`src/rtl/sa_load_compute_ctrl_if.sv`:
```
// Host / array bundle for the systolic-array load/compute sequencer.
// master = host/DMA + array side, slave = sequencer.
// The ABORT wire only exists when SA_CTRL_ABORT_EN is defined.
interface sa_load_compute_ctrl_if #(
  parameter int DATA_W = 16,
  parameter int LANES  = 16,
  parameter int ROWS   = 8
);
  localparam int IDX_W = (ROWS > 1) ? $clog2(ROWS) : 1;

  logic                      start;
  logic                      ld_valid;
  logic                      ld_ready;
  logic [DATA_W*LANES-1:0]   ld_data;
  logic                      sa_en;
  logic                      sa_rf_en;
  logic                      sa_write;
  logic [IDX_W-1:0]          sa_idx;
  logic [DATA_W*LANES-1:0]   sa_din;
  logic                      busy;
  logic                      done;
`ifdef SA_CTRL_ABORT_EN
  logic                      abort;

  modport master (
    output start, ld_valid, ld_data, abort,
    input  ld_ready, sa_en, sa_rf_en, sa_write, sa_idx, sa_din, busy, done
  );
  modport slave (
    input  start, ld_valid, ld_data, abort,
    output ld_ready, sa_en, sa_rf_en, sa_write, sa_idx, sa_din, busy, done
  );
`else
  modport master (
    output start, ld_valid, ld_data,
    input  ld_ready, sa_en, sa_rf_en, sa_write, sa_idx, sa_din, busy, done
  );
  modport slave (
    input  start, ld_valid, ld_data,
    output ld_ready, sa_en, sa_rf_en, sa_write, sa_idx, sa_din, busy, done
  );
`endif
endinterface

```
`src/rtl/sa_load_compute_ctrl.sv`:
```
// Load/compute sequencer for the 8x8 SystolicArray with register file.
// Per START: stream ROWS row-words from the host into the array RF, keep WRITE
// high through the RF pipeline flush, run the matmul for COMPUTE_CYC cycles,
// then pulse DONE. Every output is a register loaded from the next-state decode.
// Optional feature macro: SA_CTRL_ABORT_EN (adds the ABORT input).
module sa_load_compute_ctrl #(
  parameter int DATA_W      = 16,
  parameter int LANES       = 16,
  parameter int ROWS        = 8,
  parameter int FLUSH_CYC   = 2,
  parameter int COMPUTE_CYC = 30
) (
  input  logic                   clk,
  input  logic                   rst,
  sa_load_compute_ctrl_if.slave  bus
);
  localparam int IDX_W   = (ROWS > 1) ? $clog2(ROWS) : 1;
  localparam int CNT_MAX = (FLUSH_CYC > COMPUTE_CYC) ? FLUSH_CYC : COMPUTE_CYC;
  localparam int CNT_W   = $clog2(CNT_MAX + 1);
  localparam int WORD_W  = DATA_W * LANES;

  typedef enum logic [2:0] {
    S_IDLE,
    S_LOAD,
    S_FLUSH,
    S_COMPUTE,
    S_DONE
  } state_t;

  state_t             state, state_n;
  logic [IDX_W-1:0]   row, row_n;
  logic [CNT_W-1:0]   cnt, cnt_n;

  logic               ld_ready_q, ld_ready_n;
  logic               en_q, en_n;
  logic               rf_en_q, rf_en_n;
  logic               write_q, write_n;
  logic [IDX_W-1:0]   idx_q, idx_n;
  logic [WORD_W-1:0]  din_q, din_n;
  logic               busy_q, busy_n;
  logic               done_q, done_n;
  logic               hs;
  logic               kill;

  // A row-word transfers only when the registered ready is up (LOAD only).
  assign hs = bus.ld_valid & ld_ready_q;

`ifdef SA_CTRL_ABORT_EN
  assign kill = bus.abort & ((state == S_LOAD) | (state == S_FLUSH) | (state == S_COMPUTE));
`else
  assign kill = 1'b0;
`endif

  // Next-state, counters and next values of all registered outputs.
  always_comb begin
    state_n    = state;
    row_n      = row;
    cnt_n      = cnt;
    idx_n      = idx_q;
    din_n      = din_q;
    ld_ready_n = 1'b0;
    en_n       = 1'b0;
    rf_en_n    = 1'b0;
    write_n    = 1'b0;
    busy_n     = 1'b0;
    done_n     = 1'b0;

    case (state)
      S_IDLE: begin
        if (bus.start) begin
          state_n = S_LOAD;
          row_n   = '0;
        end
      end
      S_LOAD: begin
        // A bubble keeps idx/din, so the array just rewrites the same row.
        if (hs) begin
          idx_n = row;
          din_n = bus.ld_data;
          if (row == IDX_W'(ROWS - 1)) begin
            state_n = S_FLUSH;
            row_n   = '0;
            cnt_n   = '0;
          end else begin
            row_n = row + IDX_W'(1);
          end
        end
      end
      S_FLUSH: begin
        if (cnt == CNT_W'(FLUSH_CYC - 1)) begin
          state_n = S_COMPUTE;
          cnt_n   = '0;
        end else begin
          cnt_n = cnt + CNT_W'(1);
        end
      end
      S_COMPUTE: begin
        if (cnt == CNT_W'(COMPUTE_CYC - 1)) begin
          state_n = S_DONE;
          cnt_n   = '0;
        end else begin
          cnt_n = cnt + CNT_W'(1);
        end
      end
      S_DONE: begin
        state_n = S_IDLE;
      end
      default: begin
        state_n = S_IDLE;
      end
    endcase

    // Abort wins over any handshake; the array side is parked at zero.
    if (kill) begin
      state_n = S_IDLE;
      row_n   = '0;
      cnt_n   = '0;
      idx_n   = '0;
      din_n   = '0;
    end

    // WRITE must stay high from the first load cycle to the end of FLUSH,
    // otherwise the array would start multiplying on a partial RF.
    case (state_n)
      S_LOAD: begin
        ld_ready_n = 1'b1;
        en_n       = 1'b1;
        rf_en_n    = 1'b1;
        write_n    = 1'b1;
        busy_n     = 1'b1;
      end
      S_FLUSH: begin
        en_n    = 1'b1;
        rf_en_n = 1'b1;
        write_n = 1'b1;
        busy_n  = 1'b1;
      end
      S_COMPUTE: begin
        en_n    = 1'b1;
        rf_en_n = 1'b1;
        busy_n  = 1'b1;
      end
      S_DONE: begin
        done_n = 1'b1;
      end
      default: begin
      end
    endcase
  end

  // State, counters and output registers; reset clears everything at once.
  always_ff @(posedge clk or posedge rst) begin
    if (rst) begin
      state      <= S_IDLE;
      row        <= '0;
      cnt        <= '0;
      ld_ready_q <= 1'b0;
      en_q       <= 1'b0;
      rf_en_q    <= 1'b0;
      write_q    <= 1'b0;
      idx_q      <= '0;
      din_q      <= '0;
      busy_q     <= 1'b0;
      done_q     <= 1'b0;
    end else begin
      state      <= state_n;
      row        <= row_n;
      cnt        <= cnt_n;
      ld_ready_q <= ld_ready_n;
      en_q       <= en_n;
      rf_en_q    <= rf_en_n;
      write_q    <= write_n;
      idx_q      <= idx_n;
      din_q      <= din_n;
      busy_q     <= busy_n;
      done_q     <= done_n;
    end
  end

  assign bus.ld_ready = ld_ready_q;
  assign bus.sa_en    = en_q;
  assign bus.sa_rf_en = rf_en_q;
  assign bus.sa_write = write_q;
  assign bus.sa_idx   = idx_q;
  assign bus.sa_din   = din_q;
  assign bus.busy     = busy_q;
  assign bus.done     = done_q;
endmodule

```
`src/flat_wrapper.sv`:
```
// flat-port wrapper written by rule: the top's interface ports become plain ports
module sa_load_compute_ctrl_flat 
#(
  parameter int DATA_W      = 16,
  parameter int LANES       = 16,
  parameter int ROWS        = 8,
  parameter int FLUSH_CYC   = 2,
  parameter int COMPUTE_CYC = 30
)
  (clk, rst, bus_start, bus_ld_valid, bus_ld_data, bus_ld_ready, bus_sa_en, bus_sa_rf_en, bus_sa_write, bus_sa_idx, bus_sa_din, bus_busy, bus_done);
  sa_load_compute_ctrl_if #(.DATA_W(DATA_W), .LANES(LANES), .ROWS(ROWS)) bus_i ();
  input  logic clk;
  input  logic rst;
  input wire logic [$bits(bus_i.start)-1:0] bus_start;
  input wire logic [$bits(bus_i.ld_valid)-1:0] bus_ld_valid;
  input wire logic [$bits(bus_i.ld_data)-1:0] bus_ld_data;
  output wire logic [$bits(bus_i.ld_ready)-1:0] bus_ld_ready;
  output wire logic [$bits(bus_i.sa_en)-1:0] bus_sa_en;
  output wire logic [$bits(bus_i.sa_rf_en)-1:0] bus_sa_rf_en;
  output wire logic [$bits(bus_i.sa_write)-1:0] bus_sa_write;
  output wire logic [$bits(bus_i.sa_idx)-1:0] bus_sa_idx;
  output wire logic [$bits(bus_i.sa_din)-1:0] bus_sa_din;
  output wire logic [$bits(bus_i.busy)-1:0] bus_busy;
  output wire logic [$bits(bus_i.done)-1:0] bus_done;
  assign bus_i.start = bus_start;
  assign bus_i.ld_valid = bus_ld_valid;
  assign bus_i.ld_data = bus_ld_data;
  assign bus_ld_ready = bus_i.ld_ready;
  assign bus_sa_en = bus_i.sa_en;
  assign bus_sa_rf_en = bus_i.sa_rf_en;
  assign bus_sa_write = bus_i.sa_write;
  assign bus_sa_idx = bus_i.sa_idx;
  assign bus_sa_din = bus_i.sa_din;
  assign bus_busy = bus_i.busy;
  assign bus_done = bus_i.done;
  sa_load_compute_ctrl #(.DATA_W(DATA_W), .LANES(LANES), .ROWS(ROWS), .FLUSH_CYC(FLUSH_CYC), .COMPUTE_CYC(COMPUTE_CYC)) u_core (.clk(clk), .rst(rst), .bus(bus_i));
endmodule
```
`config.mk`:
```
export PLATFORM = sky130hd
export DESIGN_NAME = sa_load_compute_ctrl_flat
export DESIGN_NICKNAME = d
export VERILOG_FILES = /design/src/rtl/sa_load_compute_ctrl_if.sv /design/src/rtl/sa_load_compute_ctrl.sv /design/src/flat_wrapper.sv
export SDC_FILE = /design/constraint.sdc
export NUM_CORES = 1
export LEC_CHECK = 0
export ABC_AREA = 1
export ABC_CLOCK_PERIOD_IN_PS = 10800
export CORE_AREA = 2 2 203 205
export CTS_CLUSTER_SIZE = 14
export DETAILED_ROUTE_END_ITERATION = 10
export DIE_AREA = 0 0 205 207
export MAX_ROUTING_LAYER = met4
export PLACE_DENSITY = 0.65
export SYNTH_ARGS = -nofsm -noshare
export SYNTH_HDL_FRONTEND = slang
export SYNTH_SLANG_ARGS = --single-unit
```
`constraint.sdc`:
```
create_clock -name clk -period 10.8 [get_ports clk]
set_input_delay 2.16 -clock clk [delete_from_list [all_inputs] [get_ports clk]]
set_output_delay 2.16 -clock clk [all_outputs]
set_load 0.005 [all_outputs]
```
==> impl_metrics.json <==
{
  "overflow": 0,
  "flow.area_growth_from_synthesis_pct": 64.5,
  "cts.sinks": 274,
  "die_width_um": 205,
  "ir_worst_vdd_v": 0.000156,
  "synth_cells": 1197,
  "power_report.internal_total_mw": 3.39,
  "skew_final_ns": 0.0200,
  "cts_buffer_depth": 3,
  "dpl_cell_area_mm2": 0.0162,
  "layout-drive-gt1-share_pct": 3.59,
  "clockPowerShare_pct": 22.3,
  "setup.worst_path.start_class": "input pin",
  "final_count_of_negative_setup_slack_endpoints": 0,
  "timing.final.crit_share_pct": 42.6,
  "mappedNetlistNets": 1461,
  "power.share.switching_pct": 33.9,
  "synth_area_mm2": 0.0105,
  "ios": 525,
  "power_frac_seq_pct": 35.1,
  "timing.final.crit_period_ns": 4.60,
  "dr.first_iter.drc_count": 601,
  "floorplan.die_area_mm2": 0.0424,
  "grt_setup_unrepaired": "no",
  "finalNetCount": 1970,
  "grt_max_degree": 169,
  "tritoncts.num_buffers": 34,
  "netSwitchingPower_mw": 1.74,
  "later_pin_clock_latency_in_the_skew_report_ns": 0.52,
  "gp_routability_congestion": 0.890,
  "power_mw": 5.13,
  "dp_hpwl_um": 24300,
  "floorplan.core_area_mm2": 0.0404,
  "syn_area_per_cell_um2": 8.80,
  "power_leakage_nw": 8.48,
  "outcome": "finished clean",
  "port_buffers": 524,
  "final.setup.tns_ns": 0,
  "first_pass_iters": 5,
  "ys_warn_count": 0,
  "timing.critical_path.fanout_max": 67,
  "hold_viol_final": 0,
  "postCtsSetupBuffers": 0,
  "postRouteWirelength_um": 34100,
  "post-route-cell-area_mm2": 0.0173,
  "post_synth_num_cell_types": 19,
  "cap_violations": 0,
  "floorplan.rows": 74,
  "part_of_the_power_in_combinational_logic_pct": 42.7,
  "total_via_count_in_the_routed_design": 9442,
  "count_of_antenna_violating_nets_left_after_detailed_routing": 0,
  "vias_per_cell": 4.17,
  "arrival_ns": 5.05,
  "achievable-frequency_mhz": 217,
  "clk_transition_reported_paths_ns": 0.05,
  "worst_slew_margin_rel_pct": 33.9,
  "cts-htree-levels": 2,
  "worst-slew-pin-transition_ns": 0.991,
  "clockRootBuffer": "sky130_fd_sc_hd__clkbuf_16",
  "cts_resized": 0,
  "endpoint_kind": "flop",
  "route.detailed.wl_per_inst_um": 15.1,
  "holdBufCountCts": 0,
  "number_of_antenna_violations_at_the_first_check_in_global_routing": 1,
  "flip_flop_and_latch_count_after_synthesis": 274,
  "slew_viol_final": 0,
  "first_pass_grt_wire_length_um": 53000,
  "worstSetupPathType": "in -> reg",
  "crit_required_ns": 11.25,
  "floorplan.initialDensity_pct": 26.1,
  "remaining_drc_errors": 0,
  "grt_pass1_vias": 9692,
  "power_density_mw_per_mm2": 296,
  "hold_path_class": "reg -> reg",
  "floorplan.die.height_um": 207,
  "synth-seq-area-share_pct": 65.1,
  "cts_tree": "built",
  "groute.usage.overall_pct": 16.2
}
[layer usage]
metal | part of all wire (%) | GRT usage [%] | up-vias | wire length (µm)
li1 | - | - | 4609 | -
met1 | 41 | 19.4 | 4398 | 14000
met2 | 47 | 25.8 | 366 | 16100
met3 | 8.2 | 4.36 | 69 | 2790
met4 | 3.2 | 6.60 | 0 | 1100
met5 | 0 | - | - | 0
[cells in the mapped netlist, drive strengths merged]
cell type,count,area [µm²]
nand3b,1,7.51
xor2,3,26.3
o21ai,2,10.0
inv,18,67.6
dfrtp,274,6860
nand3,13,65.1
ha,4,50.1
nand4,2,12.5
buf,57,312
nor2,11,65.1
nand2,809,3040
clkbuf,1,3.75
nor3,2,10.0
[logic make-up (layout without fill, tap and decap cells)]
family | Yosys count | in the layout | synth area share [%]
compound gates | 2 | 2 | 0.0951
other cells | 0 | 1 | 0
flops | 274 | 274 | 65.1
xor+xnor | 3 | 3 | 0.250
buf+inv | 76 | 608 | 3.64
simple gates | 838 | 838 | 30.4
fa+ha+maj | 4 | 4 | 0.475
[critical path, cell delays in order]
cell,delay (ns)
sky130_fd_sc_hd__clkdlybuf4s50_1,0.47
sky130_fd_sc_hd__nand2_1,0.14
sky130_fd_sc_hd__nor2_8,0.72
sky130_fd_sc_hd__buf_4,0.65
sky130_fd_sc_hd__buf_4,0.57
sky130_fd_sc_hd__nand2_1,0.12
sky130_fd_sc_hd__nand2_1,0.10
[registers in the layout, summed over array words and instances (netlist names)]
name and count:
u_core.bus.sa_idx 3, u_core.bus.sa_en 1, u_core.row 3, u_core.state 3, u_core.bus.sa_write 1, u_core.bus.sa_din 256, u_core.bus.ld_ready 1, u_core.bus.done 1
u_core.cnt 5
[power groups by stage]
stage / clock (mW) / combinational (mW) / sequential [mW]
3_5_place_dp: 0 / 2.22 / 1.81
5_1_grt: 1.22 / 2.42 / 1.85
3_3_place_gp: 0 / 2.18 / 1.79
4_1_cts: 1.18 / 2.23 / 1.80
2_1_floorplan: 0 / 0.859 / 1.83
6_report: 1.14 / 2.19 / 1.80
[cell usage in the layout (no fill, tap or decap)]
cell type / Yosys / final
sky130_fd_sc_hd__nor2_1: 9 / 9
sky130_fd_sc_hd__clkdlybuf4s50_1: 0 / 524
sky130_fd_sc_hd__clkinv_2: 0 / 3
sky130_fd_sc_hd__nor2_8: 1 / 1
sky130_fd_sc_hd__bufinv_16: 0 / 2
sky130_fd_sc_hd__xor2_1: 3 / 3
sky130_fd_sc_hd__clkbuf_1: 1 / 9
sky130_fd_sc_hd__diode_2: 0 / 1
sky130_fd_sc_hd__nand2_4: 1 / 1
sky130_fd_sc_hd__buf_4: 11 / 7
sky130_fd_sc_hd__o21ai_0: 2 / 2
sky130_fd_sc_hd__clkbuf_8: 0 / 5
sky130_fd_sc_hd__inv_1: 17 / 16
sky130_fd_sc_hd__ha_1: 4 / 4
sky130_fd_sc_hd__nor2_4: 1 / 1
sky130_fd_sc_hd__nand2_1: 808 / 808
sky130_fd_sc_hd__inv_8: 0 / 2
sky130_fd_sc_hd__clkinvlp_4: 0 / 2
sky130_fd_sc_hd__nand3_1: 13 / 13
sky130_fd_sc_hd__nand3b_1: 1 / 1
sky130_fd_sc_hd__clkinv_4: 0 / 1
sky130_fd_sc_hd__nand4_1: 2 / 2
sky130_fd_sc_hd__dfrtp_1: 274 / 274
sky130_fd_sc_hd__clkbuf_16: 0 / 37
sky130_fd_sc_hd__nor3_1: 2 / 2
[final timing paths]
kind | startpoint | endpoint | slack, ns | cells past startpoint
max in group asynchronous | rst | u_core.bus.sa_din[222] | 6.55 | 4
hold reg to reg | u_core.bus.sa_din[209] | u_core.bus.sa_din[209] | 0.46 | 2
setup / recovery | bus_ld_valid | u_core.bus.sa_din[161] | 6.20 | 7
min in group asynchronous | rst | u_core.bus.sa_din[84] | 2.12 | 2
setup reg to reg | u_core.state[2] | u_core.bus.sa_din[161] | 7.78 | 7
hold / removal | u_core.bus.sa_din[209] | u_core.bus.sa_din[209] | 0.46 | 2
[through the flow]
stage	instances	hold WS, ns	setup slack (ns)	util (%)
2_1_floorplan	1197	0.465	1.09	-
3_3_place_gp	2202	0.452	5.68	40.1
3_5_place_dp	2202	0.457	5.64	40.1
4_1_cts	2261	0.470	6.18	42.9
5_1_grt	2262	0.482	5.95	42.9
6_report	2262	0.465	6.20	42.9
[final cells by class]
| type | instances | area (µm²) |
|---|---|---|
| diodes | 1 | 2.50 |
| clock buffers | 51 | 1030 |
| clock inverters | 8 | 98.8 |
| fillers | 3959 | 23000 |
| inverters | 18 | 82.6 |
| multi-input cells | 847 | 3290 |
| flip-flops and latches | 274 | 6860 |
| well taps | 532 | 666 |
| repair buffers | 531 | 5300 |
(Power assumes the default switching activity.)
